[config.mk]
export PLATFORM = sky130hd
export DESIGN_NAME = serial_subtractor
export DESIGN_NICKNAME = d
export VERILOG_FILES = /design/src/rtl/serial_subtractor.sv
export SDC_FILE = /design/constraint.sdc
export NUM_CORES = 1
export LEC_CHECK = 0
export ABC_AREA = 1
export CAP_MARGIN = 30
export CORE_MARGIN = 10
export CORE_UTILIZATION = 45
export DETAILED_ROUTE_END_ITERATION = 16
export GPL_ROUTABILITY_DRIVEN = 0
export GPL_TIMING_DRIVEN = 0
export PLACE_DENSITY = 0.75
export RECOVER_POWER = 25
export SYNTH_ARGS = -nofsm -noshare
export SYNTH_HDL_FRONTEND = slang
export SYNTH_SLANG_ARGS = --single-unit
[constraint.sdc]
create_clock -name i_clk -period 1.9 [get_ports i_clk]
set_clock_uncertainty 0.1 [all_clocks]
set_input_delay 0.19 -clock i_clk [delete_from_list [all_inputs] [get_ports i_clk]]
set_output_delay 0.19 -clock i_clk [all_outputs]
set_load 0.01 [all_outputs]
[src/rtl/serial_subtractor.sv]
//------------------------------------------------------------------------------
// serial_subtractor: bit-serial LSB-first a-b, one bit per clock; optional
// signed overflow flag when SERIAL_SUBTRACTOR_OVF_EN is defined.  Rev 1.0
//------------------------------------------------------------------------------
`default_nettype none

module serial_subtractor #(
  parameter int WIDTH = 8
) (
  input  logic             i_clk,
  input  logic             i_rst_n,
  input  logic             i_start,
  input  logic [WIDTH-1:0] i_a,
  input  logic [WIDTH-1:0] i_b,
  output logic             o_busy,
  output logic             o_done,
  output logic [WIDTH-1:0] o_diff,
`ifdef SERIAL_SUBTRACTOR_OVF_EN
  output logic             o_borrow,
  output logic             o_ovf
`else
  output logic             o_borrow
`endif
);

  localparam int CW = $clog2(WIDTH) + 1;
  localparam logic [CW-1:0] C_LAST = CW'(WIDTH - 1);

  typedef enum logic [1:0] {
    ST_IDLE  = 2'd0,
    ST_SHIFT = 2'd1,
    ST_DONE  = 2'd2
  } state_t;

  state_t           state_q, state_d;
  logic [WIDTH-1:0] a_q, a_d;
  logic [WIDTH-1:0] b_q, b_d;
  logic [WIDTH-1:0] res_q, res_d;
  logic [WIDTH-1:0] diff_q, diff_d;
  logic [CW-1:0]    cnt_q, cnt_d;
  logic             bin_q, bin_d;
  logic             borrow_q, borrow_d;
`ifdef SERIAL_SUBTRACTOR_OVF_EN
  logic             ovf_q, ovf_d;
`endif

  logic bit_d;
  logic bit_bout;

  // Full subtractor on the current LSB pair.
  always_comb begin
    bit_d    = a_q[0] ^ b_q[0] ^ bin_q;
    bit_bout = (~a_q[0] & b_q[0]) | (~(a_q[0] ^ b_q[0]) & bin_q);
  end

  always_comb begin
    state_d  = state_q;
    a_d      = a_q;
    b_d      = b_q;
    res_d    = res_q;
    diff_d   = diff_q;
    cnt_d    = cnt_q;
    bin_d    = bin_q;
    borrow_d = borrow_q;
`ifdef SERIAL_SUBTRACTOR_OVF_EN
    ovf_d    = ovf_q;
`endif
    case (state_q)
      ST_IDLE, ST_DONE: begin
        if (i_start) begin
          a_d     = i_a;
          b_d     = i_b;
          res_d   = '0;
          bin_d   = 1'b0;
          cnt_d   = '0;
          state_d = ST_SHIFT;
        end else begin
          state_d = ST_IDLE;
        end
      end
      ST_SHIFT: begin
        a_d   = a_q >> 1;
        b_d   = b_q >> 1;
        res_d = {bit_d, res_q[WIDTH-1:1]};
        bin_d = bit_bout;
        cnt_d = cnt_q + 1'b1;
        if (cnt_q == C_LAST) begin
          diff_d   = {bit_d, res_q[WIDTH-1:1]};
          borrow_d = bit_bout;
`ifdef SERIAL_SUBTRACTOR_OVF_EN
          // On the final bit a_q[0]/b_q[0] hold the operand sign bits.
          ovf_d    = (a_q[0] != b_q[0]) && (bit_d != a_q[0]);
`endif
          state_d  = ST_DONE;
        end
      end
      default: state_d = ST_IDLE;
    endcase
  end

  always_ff @(posedge i_clk or negedge i_rst_n) begin
    if (!i_rst_n) begin
      state_q  <= ST_IDLE;
      a_q      <= '0;
      b_q      <= '0;
      res_q    <= '0;
      diff_q   <= '0;
      cnt_q    <= '0;
      bin_q    <= 1'b0;
      borrow_q <= 1'b0;
`ifdef SERIAL_SUBTRACTOR_OVF_EN
      ovf_q    <= 1'b0;
`endif
    end else begin
      state_q  <= state_d;
      a_q      <= a_d;
      b_q      <= b_d;
      res_q    <= res_d;
      diff_q   <= diff_d;
      cnt_q    <= cnt_d;
      bin_q    <= bin_d;
      borrow_q <= borrow_d;
`ifdef SERIAL_SUBTRACTOR_OVF_EN
      ovf_q    <= ovf_d;
`endif
    end
  end

  assign o_busy   = (state_q == ST_SHIFT);
  assign o_done   = (state_q == ST_DONE);
  assign o_diff   = diff_q;
  assign o_borrow = borrow_q;
`ifdef SERIAL_SUBTRACTOR_OVF_EN
  assign o_ovf    = ovf_q;
`endif

endmodule

`default_nettype wire
==> qor.yml <==
post-dp-hpwl_um: 2437
crit_path_end_kind: "output port"
synthFlopType: "dfrtp_1"
status: "completed"
synth.avg_cell_area_sq_um: 8.071
whs_path_depth: 3
drv_cap: 0
crit_chain: "clkbuf_1 > nor2_1 > clkdlybuf4s50_1"
maxSlewViolCount: 0
cts_buffer_depth: 2
finalSetupTns_ps: 0
row_count: 22
powerDensity_nw_per_um2: 1634
max_freq_mhz: 567.1
cts_buffers: 5
hp-class: "in2reg"
synth_common_cells: "115 x nand2_1, 39 x dfrtp_1, 27 x inv_1"
final_nets: 272
yosys_warnings: 0
drc: 0
grt_max_degree: 40
wl_met1_um: 1589
cts_tree: "yes"
vias_per_cell: 4.627
ys_types: 20
synth_top_area_frac: 0.5677
slew_headroom: 0.3637
ff2ff_setup_slack_ps: 230
synthCells: 213
fin_area_sq_um: 2196
cp_max_fo: 3
area_growth_pct: 27.73
hold_violations: 0
drtIter0Drc: 69
crit_buf_inv: 2
vdd_drop_max_mv: 0.9232
hold_path_end: "b_q[7]"
critPathTopFamily: "buffers and inverters"
clk-insertion-delay-late_ps: 290
worstMarginPinSlew_ps: 954.4
highest_layer: "met4"
cts.sinks: 39
htreeDepth: 2
synth-edff-count: 0
slowest_delay_ps: 540
routedWlPerCell_um: 11.45
synth_area_leaders: "dfrtp_1 57%, nand2_1 25%, inv_1 5.9%, o22ai_1 2.5%, fa_1 1.2%"
num_vias: 1388
route.met2.wl_um: 1611
io_pins: 30
cp.required_ps: 1610
root_buffer: "clkbuf_8"
r2r_end: "a_q[3]"
wl_met3_um: 201
clkTransAtPathRegs_ps: 80
grt_usage: 0.1140
antenna_found_initial: 0
worstSetupStartpoint: "state_q[0]"
async_flop_share: 1.000
seq_area_frac_synth: 0.5677
dp.cells: 290
die_area_sq_um: 6693
yosysMostFrequentCell: "nand2_1"
dr.pass1.iters: 4
rr_worst_depth: 7
die_y_um: 81.81
timing.final.crit_share: 0.9282
drt-total-wl_um: 3436
fin_util: 0.5953
layout-drive-gt1-share: 0.07937
multiInputGateArea_sq_um: 605.6
grt_pass1_wl_um: 6113
cp-start-kind: "flip-flop"
placed_cell_area_sq_um: 2064
ys_ff_latch: 39
fillers: 356
synth_top_cell_by_area: "dfrtp_1"
slowest_stage: "clkdlybuf4s50_1"
antennaDiodeCount: 0
reg2reg_from: "state_q[0]"
rsz0062_at_grt: "false"
portBuffers: 29
final_cells: 300
grt_pass1_vias: 1424
postRouteAntennaNets: 0
power.leakage_nw: 1.175
critPathArrivalTime_ps: 1470
coreArea_sq_um: 3689
path_class: "reg2out"
regArea_sq_um: 975.9
start_util: 0.4661
die_w_um: 81.81
grt_overflow: 0
netlist_area_sq_um: 1719
hold_start: "i_b[7]"
synth.net_count: 234
setup_viol: 0
whs_ps: 339.5
fin_crit_ps: 1764
-- state kept, by name, summed over array words and instances (netlist names) --
name,flops
state_q,2
a_q,8
res_q,7
o_borrow,1
cnt_q,4
o_diff,8
bin_q,1
b_q,8
-- how the worst max path moves through the flow --
| stage | end | slack, ps | cells after the start |
|---|---|---|---|
| 4_1_cts | o_busy | 9 | 3 |
| 3_3_place_gp | a_q[3] | -420 | 1 |
| 5_1_grt | o_done | 50 | 3 |
| 3_5_place_dp | o_busy | 170 | 4 |
| 2_1_floorplan | cnt_q[2] | 680 | 4 |
| 6_report | o_done | 140 | 3 |
-- layout make-up --
type,count,share of cell area
Clock inverter,3,0.01994
Buffer,4,0.01311
Multi-Input combinational cell,141,0.2758
Tap cell,48,0.02735
Inverter,29,0.05071
Timing Repair Buffer,31,0.1373
Clock buffer,5,0.03134
Sequential cell,39,0.4444
-- what timing repair did --
action,CTS,global route
hold buffers,1,0
cloned,0,0
buffers inserted,1,0
endpoints found under the setup margin,1,1
endpoints found under the hold margin,39,0
resized for setup,2,1
-- placed cells by master (no fill, tap or decap), drive strengths merged, types with 2 or more instances in the layout --
master           n
buf              4
clkbuf           7
clkdlybuf4s50   27
clkinv           2
dfrtp           39
inv             29
nand2          117
nand3            4
nor2             6
o21ai            2
o22ai            7
-- kinds of logic after synthesis --
logic type,share of synthesized area
fa+ha+maj,0.01892
buf+inv,0.08006
compound gates,0.03420
simple gates,0.2991
flops,0.5677
-- power by group --
| group | internal (mW) | total (mW) | switching, mW |
|---|---|---|---|
| clock network | 0.391 | 0.692 | 0.301 |
| registers | 1.21 | 1.42 | 0.217 |
| logic | 0.634 | 1.47 | 0.838 |
| total | 2.23 | 3.59 | 1.36 |
-- metal layers --
metal  vias to the layer above  global-route usage
met5                         -                   0
met4                         0             0.03401
met3                         6             0.04694
met2                        26              0.1826
met1                       643              0.1375
li1                        713                   -
-- tightest hold or removal path: cells and delay by family --
family | cells | cell delay (ps)
buffers and inverters | 1 | 390
AND/OR/NAND/NOR | 2 | 120
-- through the flow --
stage / power, mW / worst slack, ps
2_1_floorplan: 2.376 / 679.0
3_3_place_gp: 2.856 / -416.4
3_5_place_dp: 2.914 / 171.7
4_1_cts: 3.643 / 8.607
5_1_grt: 3.924 / 49.58
6_report: 3.588 / 136.5
(Power assumes the default switching activity.)
==> RTL change 1 (same flow settings) <==
Put a register stage on the output `o_busy`, cleared by the reset. The value now appears one clock later. The other outputs are not delayed to match.
--- a/src/rtl/serial_subtractor.sv
+++ b/src/rtl/serial_subtractor.sv
@@ -128,3 +128,9 @@
 
-  assign o_busy   = (state_q == ST_SHIFT);
+  always_ff @(posedge i_clk or negedge i_rst_n) begin
+    if (!i_rst_n) begin
+      o_busy <= '0;
+    end else begin
+      o_busy <= (state_q == ST_SHIFT);
+    end
+  end
   assign o_done   = (state_q == ST_DONE);
Formal check against the unedited RTL: not equivalent (Yosys sat finds a counterexample within 4 cycles, from zero or initial values and one cycle with i_rst_n low).
==> RTL change 1 against the unedited design <==
Area after synthesis rose by 1.5%. Worst setup slack improved by 0.036 ns. Sequential cell count rose by 1. Largest power group is now registers. Routed wire length shrank 5.0%. Highest routed layer unchanged. Sequential share of layout area is 0.75 points higher. Power shrank 0.65%. First-iteration DRC count increased by 25%. Sequential power rose by 3%. Final area is 0.85% higher. Critical path depth fell by 1. Combinational power is 3% lower.
==> RTL change 1: results (changes against the unedited design) <==
power:
  static-leakage-power_nw: 1.17  # about the same
  ir_drop_uv: 721  # was 923 uV
grt:
  grt_pass1_vias: 1220  # was 1,424
  globalRouteMet2Util: 0.161  # was 0.183
  gr-usage-met1: 0.134  # was 0.138
  grt_usage: 0.106  # was 0.114
  antenna_found_initial: 0  # unchanged
  grt_max_degree: 34  # was 40
  use_met3: 0.0421  # was 0.0469
  grt_first_pass_wirelength_mm: 5.60  # was 6.11 mm
clock_tree:
  root_buffer: "clkbuf_8"  # unchanged
  cts_made_buffers: 5  # unchanged
  cts.clk_slew.worst_paths_ns: 0.07
  h-tree-depth: 2  # unchanged
  cts.repair.resized: 0  # was 2
  clock_latency_ns: 0.29  # about the same
  clockBufferDepth: 2  # unchanged
timing:
  worstMarginPinSlew_ns: 0.789  # was 0.954 ns
  whs_ns: 0.235  # was 0.339 ns
  slew_viol_final: 0  # unchanged
detailed_routing:
  via_per_inst: 4.39  # was 4.63
  drtPass1Iterations: 3  # was 4
  post_drt_wl_per_cell_microns: 10.8  # was 11.5 microns
  finalWirelength_mm: 3.26  # was 3.44 mm
  dr.first_iter.drc_count: 86  # was 69
finish:
  drive_above_1_share: 0.0791  # was 0.0794
  final_nets: 273  # was 272
  diodes: 0  # unchanged
yosys:
  async_flop_share: 1.00  # unchanged
  ys_top_cells_by_count: "nand2_1, dfrtp_1, inv_1"  # unchanged
  synthTopCellsByArea: "dfrtp_1, nand2_1, inv_1"  # unchanged
  syn_inst: 214  # was 213
  ys_seq_area_frac: 0.574  # was 0.568
  synth_cell_type_count: 20  # unchanged
  synth_warnings: 0  # unchanged
  synthesis.nets: 235  # was 234
place:
  dp_hpwl_mm: 2.41  # was 2.44 mm
  dp.cells: 292  # was 290
  placed_cell_area_sq_mm: 0.00211  # was 0.00206 sq mm
  port_buffers: 29  # unchanged
  dpl_worst_slack_ns: 0.263  # was 0.172 ns
critical_path:
  critPathMaxStageDelay_ns: 0.56  # was 0.54 ns
  cp_max_fo: 4  # was 3
  r2r_slack_ns: 0.43  # was 0.23 ns
  crit_family: "buffers and inverters"  # unchanged
  cp.arrival_ns: 1.44  # was 1.47 ns
  cp_slowest_cell: "clkdlybuf4s50_1"  # unchanged
min_path:
  hold_path_class: "in -> async"  # was in -> reg
status:
  status: "finished, final reports clean"  # unchanged
[RTL change 1: changes by cell type after synthesis, sizes merged]
cell	delta
dfrtp	+1
[RTL change 1: path summary, 6_finish.rpt]
check                                 from         to  cells past startpoint
worst max-delay path            state_q[0]     o_done                      2
worst min-delay path               i_rst_n     b_q[2]                      2
worst max register to register    cnt_q[0]   o_borrow                      6
worst min register to register    res_q[6]  o_diff[5]                      2
max in group asynchronous          i_rst_n   cnt_q[3]                      3
min in group i_clk                  i_a[7]     a_q[7]                      3
[RTL change 1: area by class of cell]
class	count	area, sq um
Buffer	4	26.3
Tap cell	48	60.1
Clock inverter	3	42.5
Fill cell	357	1500
Clock buffer	5	68.8
Multi-Input combinational cell	141	606
Timing Repair Buffer	31	299
Sequential cell	40	1000
Inverter	29	111
[RTL change 1: where the power goes]
part	leakage (nW)	switching, W	internal (W)
combinational	0.618	0.000795	0.000621
sequential	0.501	0.000225	0.00124
clock	0.0541	0.000296	0.000388
[RTL change 1: per-layer routing]
| layer | part of all wire | vias to the layer above | wire (microns) |
|---|---|---|---|
| li1 | - | 714 | - |
| met1 | 0.48 | 579 | 1560 |
| met2 | 0.45 | 22 | 1480 |
| met3 | 0.051 | 6 | 168 |
| met4 | 0.017 | 0 | 55 |
| met5 | 0 | - | 0 |
[RTL change 1: cells by family (layout without fill, tap and decap cells)]
logic type,Yosys count,count (layout),synth area share
AO/OA/AOI/OAI,10,10,0.0337
AND/OR/NAND/NOR,129,129,0.295
buffers and inverters,33,72,0.0789
adder cells (fa/ha/maj),2,2,0.0187
flip-flops,40,40,0.574
[RTL change 1: timing repair]
| action | 4_1_cts | 5_1_grt |
|---|---|---|
| hold buffers | 1 | 0 |
| endpoints found under the hold margin | 40 | 0 |
| buffers inserted | 0 | 0 |
==> RTL change 2 (same flow settings) <==
Without the edit above. `WIDTH`: 8 -> 16.
--- a/src/rtl/serial_subtractor.sv
+++ b/src/rtl/serial_subtractor.sv
@@ -7,3 +7,3 @@
 module serial_subtractor #(
-  parameter int WIDTH = 8
+  parameter int WIDTH = 16
 ) (
Interface: changed (resized i_a, i_b and o_diff); port bits go from 30 to 54. The function was not compared with the original's and may differ.
==> RTL change 2 against the unedited design <==
Area after synthesis rose by 82%. Clock power rose by 89%. Routed wire length rose by 82%. Worst setup slack improved by 0.087 ns. Via count rose by 76%. Global-route usage rose by 1.2 points. Synthesized cell count rose by 77%. Critical path depth rose by 4. Sequential cell count rose by 33. Final area rose by 83%. Power rose by 80%. Fmax rose by 5.2%. Critical endpoint is now o_diff[10]. Highest routed layer unchanged.
==> RTL change 2: results (changes against the unedited design) <==
status:
  status: "finished, final reports clean"  # unchanged
clock_tree:
  postCtsSetupRepairBufs: 2  # was 1
  clock_latency_ns: 0.34  # was 0.29 ns
  h-tree-depth: 3  # was 2
  root_buffer: "clkbuf_8"  # unchanged
  cts_made_buffers: 9  # was 5
  cts.clk_slew.worst_paths_ns: 0.07
  clockBufferDepth: 2  # unchanged
  ctsHoldBuffers: 1  # unchanged
  cts.repair.resized: 2  # unchanged
yosys:
  synth_adder_area_share: 0.0144  # was 0.0189
  ys_seq_area_frac: 0.574  # was 0.568
  synth_flop_cell: "dfrtp_1"  # unchanged
  synth_cell_type_count: 20  # unchanged
  synth-compound-area-share: 0.0642  # was 0.0342
  synth_warnings: 0  # unchanged
  synthTopCellsByArea: "dfrtp_1, nand2_1, inv_1"  # unchanged
  ys_top_cells_by_count: "nand2_1, dfrtp_1, inv_1"  # unchanged
  synth_xor_area_frac: 0  # unchanged
  synthesis.nets: 414  # was 234
  async_flop_share: 1.00  # unchanged
  synth.area.mux_share: 0  # unchanged
critical_path:
  cp.arrival_ns: 1.80  # was 1.47 ns
  cp_max_fo: 10  # was 3
  crit_path_start: "cnt_q[0]"  # was state_q[0]
detailed_routing:
  drtPass1Iterations: 4  # unchanged
  finalWirelength_mm: 6.25  # was 3.44 mm
  drc_errors: 0  # unchanged
  dr.first_iter.drc_count: 89  # was 69
  via_per_inst: 4.51  # was 4.63
power:
  p_int_w: 0.00416  # was 0.00223 W
  pwr-share-clk: 0.203  # was 0.193
  static-leakage-power_nw: 2.13  # was 1.17 nW
  netSwitchingFraction: 0.357  # was 0.378
  p_seq_frac: 0.400  # was 0.397
  ir_drop_uv: 564  # was 923 uV
grt:
  antenna_found_initial: 0  # unchanged
  grt_usage: 0.126  # was 0.114
  grt_first_pass_wirelength_mm: 10.7  # was 6.11 mm
  grt_pass1_vias: 2413  # was 1,424
  grt_max_degree: 73  # was 40
finish:
  final_nets: 481  # was 272
  diodes: 0  # unchanged
  drive_above_1_share: 0.0872  # was 0.0794
  fillers: 626  # was 356
min_path:
  hold_path_class: "in -> reg"  # unchanged
  min-delay-start: "i_a[15]"  # was i_b[7]
timing:
  worstMarginPinSlew_ns: 0.956  # was 0.954 ns
  slew_viol_final: 0  # unchanged
place:
  port_buffers: 53  # was 29
  dp_hpwl_mm: 4.43  # was 2.44 mm
## RTL change 2: area by class of cell
cell class / instances / area (sq um) / area share
Timing Repair Buffer: 56 / 551 / 0.137
Inverter: 55 / 209 / 0.0520
Multi-Input combinational cell: 235 / 1020 / 0.254
Clock buffer: 10 / 138 / 0.0342
Clock inverter: 5 / 81.3 / 0.0202
Tap cell: 96 / 120 / 0.0299
Buffer: 14 / 96.3 / 0.0240
Sequential cell: 72 / 1800 / 0.448
## RTL change 2: worst paths after layout
check                              to  slack, ns  cells past startpoint
max                        o_diff[10]       0.22                      7
min                           a_q[15]       0.30                      3
min in group asynchronous   o_diff[7]       0.45                      2
max reg2reg                o_diff[10]       0.22                      7
min reg2reg                   a_q[15]       0.38                      2
max in group asynchronous  state_q[1]       0.56                      2
## RTL change 2: metal layers
metal	part of all wire	global-route usage
met3	0.056	0.0379
met2	0.47	0.212
met5	0	0
met4	0.017	0.0503
met1	0.46	0.148
## RTL change 2: metrics by stage
step | std cells | setup WS, ns | cell area, sq um | setup TNS, ns
6_report | 543 | 0.223 | 4020 | 0
3_5_place_dp | 525 | 0.165 | 3780 | 0
2_1_floorplan | 376 | 0.414 | 3140 | 0
3_3_place_gp | 525 | -1.88 | 3790 | -134.79
5_1_grt | 543 | 0.0903 | 4020 | 0
4_1_cts | 543 | 0.0147 | 4030 | 0
## RTL change 2: logic make-up (layout without fill, tap and decap cells)
kind of cell    Yosys count  after routing
simple gates            196            196
compound gates           36             36
flops                    72             72
fa+ha+maj                 3              3
buf+inv                  69            140
## RTL change 2: worst max-delay path: stages, from the launching register on
cell and delay [ns]:
dfrtp_1 0.43, ha_1 0.23, nand2_1 0.09, nor2_1 0.05
ha_1 0.21, nand2_4 0.12, buf_2 0.24, o21ai_1 0.09
